### config.mk
export PLATFORM = sky130hd
export DESIGN_NAME = trigger_multi
export DESIGN_NICKNAME = d
export VERILOG_FILES = /design/src/rtl/trigger_multi.sv
export SDC_FILE = /design/constraint.sdc
export NUM_CORES = 1
export LEC_CHECK = 0
export ABC_CLOCK_PERIOD_IN_PS = 2150
export CAP_MARGIN = 20
export CORE_UTILIZATION = 45
export CTS_CLUSTER_SIZE = 14
export DETAILED_ROUTE_END_ITERATION = 16
export DONT_BUFFER_PORTS = 1
export PLACE_DENSITY = 0.66
export RECOVER_POWER = 50
export SETUP_SLACK_MARGIN = 0.5
export SYNTH_ARGS = -nofsm -noshare
export SYNTH_HDL_FRONTEND = slang
export SYNTH_SLANG_ARGS = --single-unit
### constraint.sdc
create_clock -name ap_clk -period 2.15 [get_ports ap_clk]
set_input_delay 0.645 -clock ap_clk [delete_from_list [all_inputs] [get_ports ap_clk]]
set_output_delay 0.645 -clock ap_clk [all_outputs]
set_load 0.02 [all_outputs]
### src/rtl/trigger_multi.sv
// Actor trigger controller: launch / sleep / network-sync sequencing for one HLS actor.
// Optional execution statistics are built when TRIGGER_STATS_EN is defined.
module trigger_multi #(
  parameter int unsigned         NUM_EXT        = 1,
  parameter logic [NUM_EXT-1:0]  EXT_MASK       = '1,
  parameter int unsigned         TEST_RETRY_MAX = 8,
  parameter int unsigned         SLEEP_TIMEOUT  = 0,
  parameter int unsigned         CNT_W          = 32
) (
  input  logic               ap_clk,
  input  logic               ap_rst,
  input  logic               ap_start,
  output logic               ap_done,
  output logic               ap_ready,
  output logic               ap_idle,
  input  logic [NUM_EXT-1:0] external_enqueue,
  input  logic               all_sync,
  input  logic               all_sync_wait,
  input  logic               all_sleep,
  input  logic               all_waited,
  output logic               sleep,
  output logic               sync_exec,
  output logic               sync_wait,
  output logic               waited,
  input  logic [1:0]         actor_return,
  input  logic               actor_done,
  input  logic               actor_ready,
  input  logic               actor_idle,
  output logic               actor_start,
  output logic [CNT_W-1:0]   exec_count,
  output logic [CNT_W-1:0]   wait_count
);

  localparam int unsigned TC_W = $clog2(TEST_RETRY_MAX) + 1;
  localparam int unsigned SC_W = 32;
  localparam logic [1:0] RET_WAIT = 2'd0;
  localparam logic [1:0] RET_EXEC = 2'd1;
  localparam logic [1:0] RET_IDLE = 2'd2;
  localparam logic [1:0] RET_TEST = 2'd3;

  typedef enum logic [2:0] {
    S_IDLE, S_LAUNCH, S_CHECK, S_SLEEP,
    S_SYNC_LAUNCH, S_SYNC_CHECK, S_SYNC_WAIT, S_SYNC_EXEC
  } state_t;

  state_t            state_q, state_d;
  logic [TC_W-1:0]   test_cnt_q, test_cnt_d;
  logic [SC_W-1:0]   sleep_cnt_q, sleep_cnt_d;
  logic              waited_q, waited_d;
  logic              actor_start_q, actor_start_d;
  logic              sleep_q, sleep_d;
  logic              sync_exec_q, sync_exec_d;
  logic              sync_wait_q, sync_wait_d;
  logic              ap_idle_q, ap_idle_d;
  logic              ap_done_q, ap_done_d;

  logic ext_hit, ret_exec, ret_wait, test_ok, eff_test, sleep_tmo;
  logic unused_handshake;

  assign ext_hit   = |(external_enqueue & EXT_MASK);
  assign ret_exec  = (actor_return == RET_EXEC);
  assign ret_wait  = (actor_return == RET_WAIT) || (actor_return == RET_IDLE);
  assign test_ok   = (test_cnt_q < TC_W'(TEST_RETRY_MAX - 1));
  assign eff_test  = (actor_return == RET_TEST) && test_ok;
  assign sleep_tmo = (SLEEP_TIMEOUT > 0) && (sleep_cnt_q == SC_W'(SLEEP_TIMEOUT - 1));
  assign unused_handshake = &{actor_ready, actor_idle};

  // Next-state, retry/sleep counters and registered-output decode.
  always_comb begin
    state_d     = state_q;
    test_cnt_d  = test_cnt_q;
    waited_d    = waited_q;
    sleep_cnt_d = (state_q == S_SLEEP) ? sleep_cnt_q + SC_W'(1) : '0;

    if (actor_done) begin
      waited_d = ret_wait;
      if (actor_return == RET_TEST) begin
        if (test_ok) test_cnt_d = test_cnt_q + TC_W'(1);
      end else begin
        test_cnt_d = '0;
      end
    end

    unique case (state_q)
      S_IDLE: if (ap_start) state_d = S_LAUNCH;
      S_LAUNCH, S_CHECK: begin
        if (!actor_done)                        state_d = S_CHECK;
        else if (ret_exec || eff_test || ext_hit) state_d = S_LAUNCH;
        else                                    state_d = S_SLEEP;
      end
      S_SLEEP: begin
        if (all_sleep)       state_d = S_SYNC_LAUNCH;
        else if (!all_waited) state_d = S_LAUNCH;
        else if (sleep_tmo)   state_d = S_LAUNCH;
      end
      S_SYNC_LAUNCH, S_SYNC_CHECK: begin
        if (!actor_done)   state_d = S_SYNC_CHECK;
        else if (ret_exec) state_d = S_SYNC_EXEC;
        else if (eff_test) state_d = S_SYNC_LAUNCH;
        else               state_d = S_SYNC_WAIT;
      end
      S_SYNC_WAIT: if (all_sync) state_d = all_sync_wait ? S_IDLE : S_LAUNCH;
      S_SYNC_EXEC: if (all_sync) state_d = S_LAUNCH;
      default:     state_d = S_IDLE;
    endcase

    actor_start_d = (state_d == S_LAUNCH) || (state_d == S_SYNC_LAUNCH);
    sleep_d       = (state_d == S_SLEEP);
    sync_exec_d   = (state_d == S_SYNC_EXEC);
    sync_wait_d   = (state_d == S_SYNC_WAIT) || (state_d == S_IDLE);
    ap_idle_d     = (state_d == S_IDLE);
    ap_done_d     = (state_q == S_SYNC_WAIT) && (state_d == S_IDLE);
  end

  always_ff @(posedge ap_clk) begin
    if (ap_rst) begin
      state_q       <= S_IDLE;
      test_cnt_q    <= '0;
      sleep_cnt_q   <= '0;
      waited_q      <= 1'b0;
      actor_start_q <= 1'b0;
      sleep_q       <= 1'b0;
      sync_exec_q   <= 1'b0;
      sync_wait_q   <= 1'b1;
      ap_idle_q     <= 1'b1;
      ap_done_q     <= 1'b0;
    end else begin
      state_q       <= state_d;
      test_cnt_q    <= test_cnt_d;
      sleep_cnt_q   <= sleep_cnt_d;
      waited_q      <= waited_d;
      actor_start_q <= actor_start_d;
      sleep_q       <= sleep_d;
      sync_exec_q   <= sync_exec_d;
      sync_wait_q   <= sync_wait_d;
      ap_idle_q     <= ap_idle_d;
      ap_done_q     <= ap_done_d;
    end
  end

  assign actor_start = actor_start_q;
  assign sleep       = sleep_q;
  assign sync_exec   = sync_exec_q;
  assign sync_wait   = sync_wait_q;
  assign waited      = waited_q;
  assign ap_idle     = ap_idle_q;
  assign ap_done     = ap_done_q;
  assign ap_ready    = ap_done_q;

`ifdef TRIGGER_STATS_EN
  logic [CNT_W-1:0] exec_cnt_q, exec_cnt_d;
  logic [CNT_W-1:0] wait_cnt_q, wait_cnt_d;

  // Saturating return-code counters; a new start clears them.
  always_comb begin
    exec_cnt_d = exec_cnt_q;
    wait_cnt_d = wait_cnt_q;
    if ((state_q == S_IDLE) && ap_start) begin
      exec_cnt_d = '0;
      wait_cnt_d = '0;
    end else if (actor_done) begin
      if (ret_exec && (exec_cnt_q != '1)) exec_cnt_d = exec_cnt_q + CNT_W'(1);
      if (ret_wait && (wait_cnt_q != '1)) wait_cnt_d = wait_cnt_q + CNT_W'(1);
    end
  end

  always_ff @(posedge ap_clk) begin
    if (ap_rst) begin
      exec_cnt_q <= '0;
      wait_cnt_q <= '0;
    end else begin
      exec_cnt_q <= exec_cnt_d;
      wait_cnt_q <= wait_cnt_d;
    end
  end

  assign exec_count = exec_cnt_q;
  assign wait_count = wait_cnt_q;
`else
  assign exec_count = '0;
  assign wait_count = '0;
`endif

endmodule

==> summary.txt <==
Routing
  • 1st-pass router iterations: 4
  • Routed WL: 1676 um
  • 1st-iter DRT viols: 5
  • Routed vias: 715
  • Wirelength per Cell: 9.917 um
  • Routed Antenna Nets: 0
  • DRC Markers: 0
  • Routed vias/inst: 4.231

Placed design
  • Routability cong.: 0.7313
  • Post-DP Area: 967.2 sq um
  • Dpl ws: 0.3300 ns
  • Cell count after placement: 163
  • Post-DP HPWL: 1253 um
  • PortBufs: 0

Synth
  • Async SR Flop Fraction: 0%
  • Synth Register Bits: 14
  • Main combinational cell family by area after synthesis: buffers and inverters
  • Synth top area cells: buf_4 (40%), dfxtp_1 (23%), buf_6 (3.7%)
  • Synth unique cells: 40
  • Synth Area in Simple Gates: 13.97%
  • Multiplexer share of the synthesized area: 0%
  • Syn Std Cell Area: 1227 sq um
  • Number of synthesized flops with an enable pin: 0
  • Syn avg cell area: 8.767 sq um
  • Synth Area in XOR/XNOR: 1.427%
  • Synth Flop Type: dfxtp_1
  • Post-Synth Adder-Cell Area: 1.019%
  • Sequential share of the synthesized area: 22.83%
  • Synthesized netlist cell count: 140
  • Synth Area in Compound Gates: 16.11%
  • Share of the synthesized area in the top cell type: 39.76%
  • Yosys warns: 0
  • Yosys top cell by area: buf_4

CTS
  • Max clock buf depth: 2
  • CTS tree: yes
  • CTS Root Cell: clkbuf_4
  • Sink Count: 14
  • Num CTS Buffers: 3
  • CTS H-tree lvls: 1
  • Post-CTS Hold Buffers: 0
  • Clk Latency, worst-skew pair: 0.28 ns
  • Clock transition at the registers of the reported paths: 0.08 ns

Setup path
  • Slowest-stage cell, CP: dfxtp_1
  • Worst path cell trace: ha_4, a21oi_1, a311o_2, o311ai_4, buf_6, buf_4, a211oi_2
  • Crit Path Category: flop to flop
  • CP Buf/Inv Count: 2
  • Critical Path RT: 2.35 ns
  • Crit start category: flop
  • Peak fanout along the critical path: 6
  • Worst stage delay on the critical path: 0.38 ns
  • Endpoint class of the critical path: flop
  • Worst Path Arrival: 1.92 ns
  • CP top delay family: compound AO/OA/AOI/OAI gates

Power and ir drop
  • Total power: 0.7085 mW
  • P_leak: 0.4871 nW
  • Worst VDD drop: 311.4 uV
  • Pwr/cell area: 688.0 nW/um^2

STA
  • Max_slew headroom: 64.66%
  • Final WS setup: 0.4288 ns
  • Worst clock skew: 0.005233 ns
  • Setup TNS: 0 ns
  • RSZ-0062 raised after global routing: false
  • Worst-Margin Slew: 0.5252 ns
  • Final setup fails: 0
  • Fmax: 581.0 MHz
  • Max Slew Vio Count: 0
  • Minimum clock period: 1.721 ns
  • Crit share post-route: 80.06%
  • Hold Slack: 0.4259 ns
  • Final hold violations: 0

GRT
  • Maximum number of pins on one net before global-route repair: 13
  • Gr ovfl total: 0
  • Initial antenna violation count: 0
  • Total track usage: 11.53%
  • First-pass GRT wire length: 2408 um
  • Vias in the first global route: 553

Finish
  • Fill count: 274
  • ANT cells: 0
  • Net count, final: 154
  • Share of layout cells above drive strength 1: 17.27%
  • Area Overhead vs Synth: -16.11%
  • Design Area, Final: 1030 sq um
  • Non-Filler Instances: 169
  • Utilization after layout: 40.82%

Die
  • Core area: 2522 sq um
  • Starting Density: 48.66%
  • Full die area: 2940 sq um
  • Die height: 54.23 um
  • I/O Pins: 85
  • Die extent in x: 54.23 um
  • # rows: 18

Run
  • MaxCap Viol Count: 0

Hold path
  • Hold WC Path Type: input port to flop

Status
  • Status: finished clean
[layout by cell type (no fill, tap or decap), drive strengths merged, types with 2 or more instances in the layout]
master / n
and2b: 2
o21ai: 4
a211oi: 2
nand2: 7
nor2: 7
clkbuf: 4
nor4: 2
buf: 2
conb: 64
dfxtp: 14
nand3: 2
nor3b: 2
inv: 2
a21o: 2
a31oi: 3
o21bai: 2
a21oi: 2
[routing by layer]
layer	wire length [um]	vias up	GRT usage, %
met4	41	0	6.410
met3	207	6	4.444
li1	-	334	-
met1	581	321	12.17
met5	0	-	0
met2	846	54	19.51
[final timing paths]
kind,from,end,slack (ns),depth (start not counted)
max reg2reg,test_cnt_q[0]$_SDFFE_PP0P_,actor_start$_SDFF_PP0_,0.43,7
min,ap_rst,state_q[2]$_SDFF_PP0_,0.43,1
max,test_cnt_q[0]$_SDFFE_PP0P_,actor_start$_SDFF_PP0_,0.43,7
min reg2reg,test_cnt_q[1]$_SDFFE_PP0P_,test_cnt_q[1]$_SDFFE_PP0P_,0.50,2
[area by class of cell]
cell class / count / area [sq um] / area share, %
well taps: 30 / 37.54 / 3.645
multi-input cells: 117 / 643.1 / 62.45
repair buffers: 2 / 18.77 / 1.823
flip-flops and latches: 14 / 286.5 / 27.82
clock buffers: 4 / 36.28 / 3.524
inverters: 2 / 7.507 / 0.7290
[worst reg2reg max path, stage by stage, from the launching register on]
cell and delay, ns:
dfxtp_1 0.38, ha_4 0.19, a21oi_1 0.30, a311o_2 0.27, o311ai_4 0.10, buf_6 0.15
buf_4 0.13, a211oi_2 0.13
[synth_stat cells (all sizes together) (2+ instances only)]
cell type and number:
dfxtp 14, a21o 2, nor3b 2, nand3 2, inv 2, o21ai 4
nor4 2, a21oi 2, a211oi 2, and2b 2, nor2 7, o21bai 2
a31oi 3, buf 69, nand2 7
[state kept, by name (all words and copies together), names as in the netlist]
signal / flops
test_cnt_q: 4
state_q: 3
actor_start: 1
ap_done: 1
ap_idle: 1
sleep: 1
sync_exec: 1
sync_wait: 1
waited: 1
[what timing repair did]
item | 4_1_cts | 5_1_grt
endpoints found under the setup margin | 7 | 6
cloned | 0 | 0
buffers inserted | 2 | 0
resized for setup | 2 | 9
pin swaps | 2 | 0
hold endpoints to repair | 0 | 0
[where the power goes]
part | internal (mW) | leakage [nW] | total [mW] | switching [mW]
combinational | 0.0570 | 0.350 | 0.205 | 0.148
sequential | 0.280 | 0.116 | 0.318 | 0.0384
clock | 0.103 | 0.0210 | 0.186 | 0.0827
[logic make-up (layout without fill, tap and decap cells)]
| family | after synthesis | count (layout) |
|---|---|---|
| other | 1 | 64 |
| XOR/XNOR | 2 | 2 |
| adder cells (fa/ha/maj) | 1 | 1 |
| AO/OA/AOI/OAI | 22 | 22 |
| AND/OR/NAND/NOR | 28 | 28 |
| flip-flops | 14 | 14 |
| buffers and inverters | 72 | 8 |
Power figures use the tool's default switching activity.
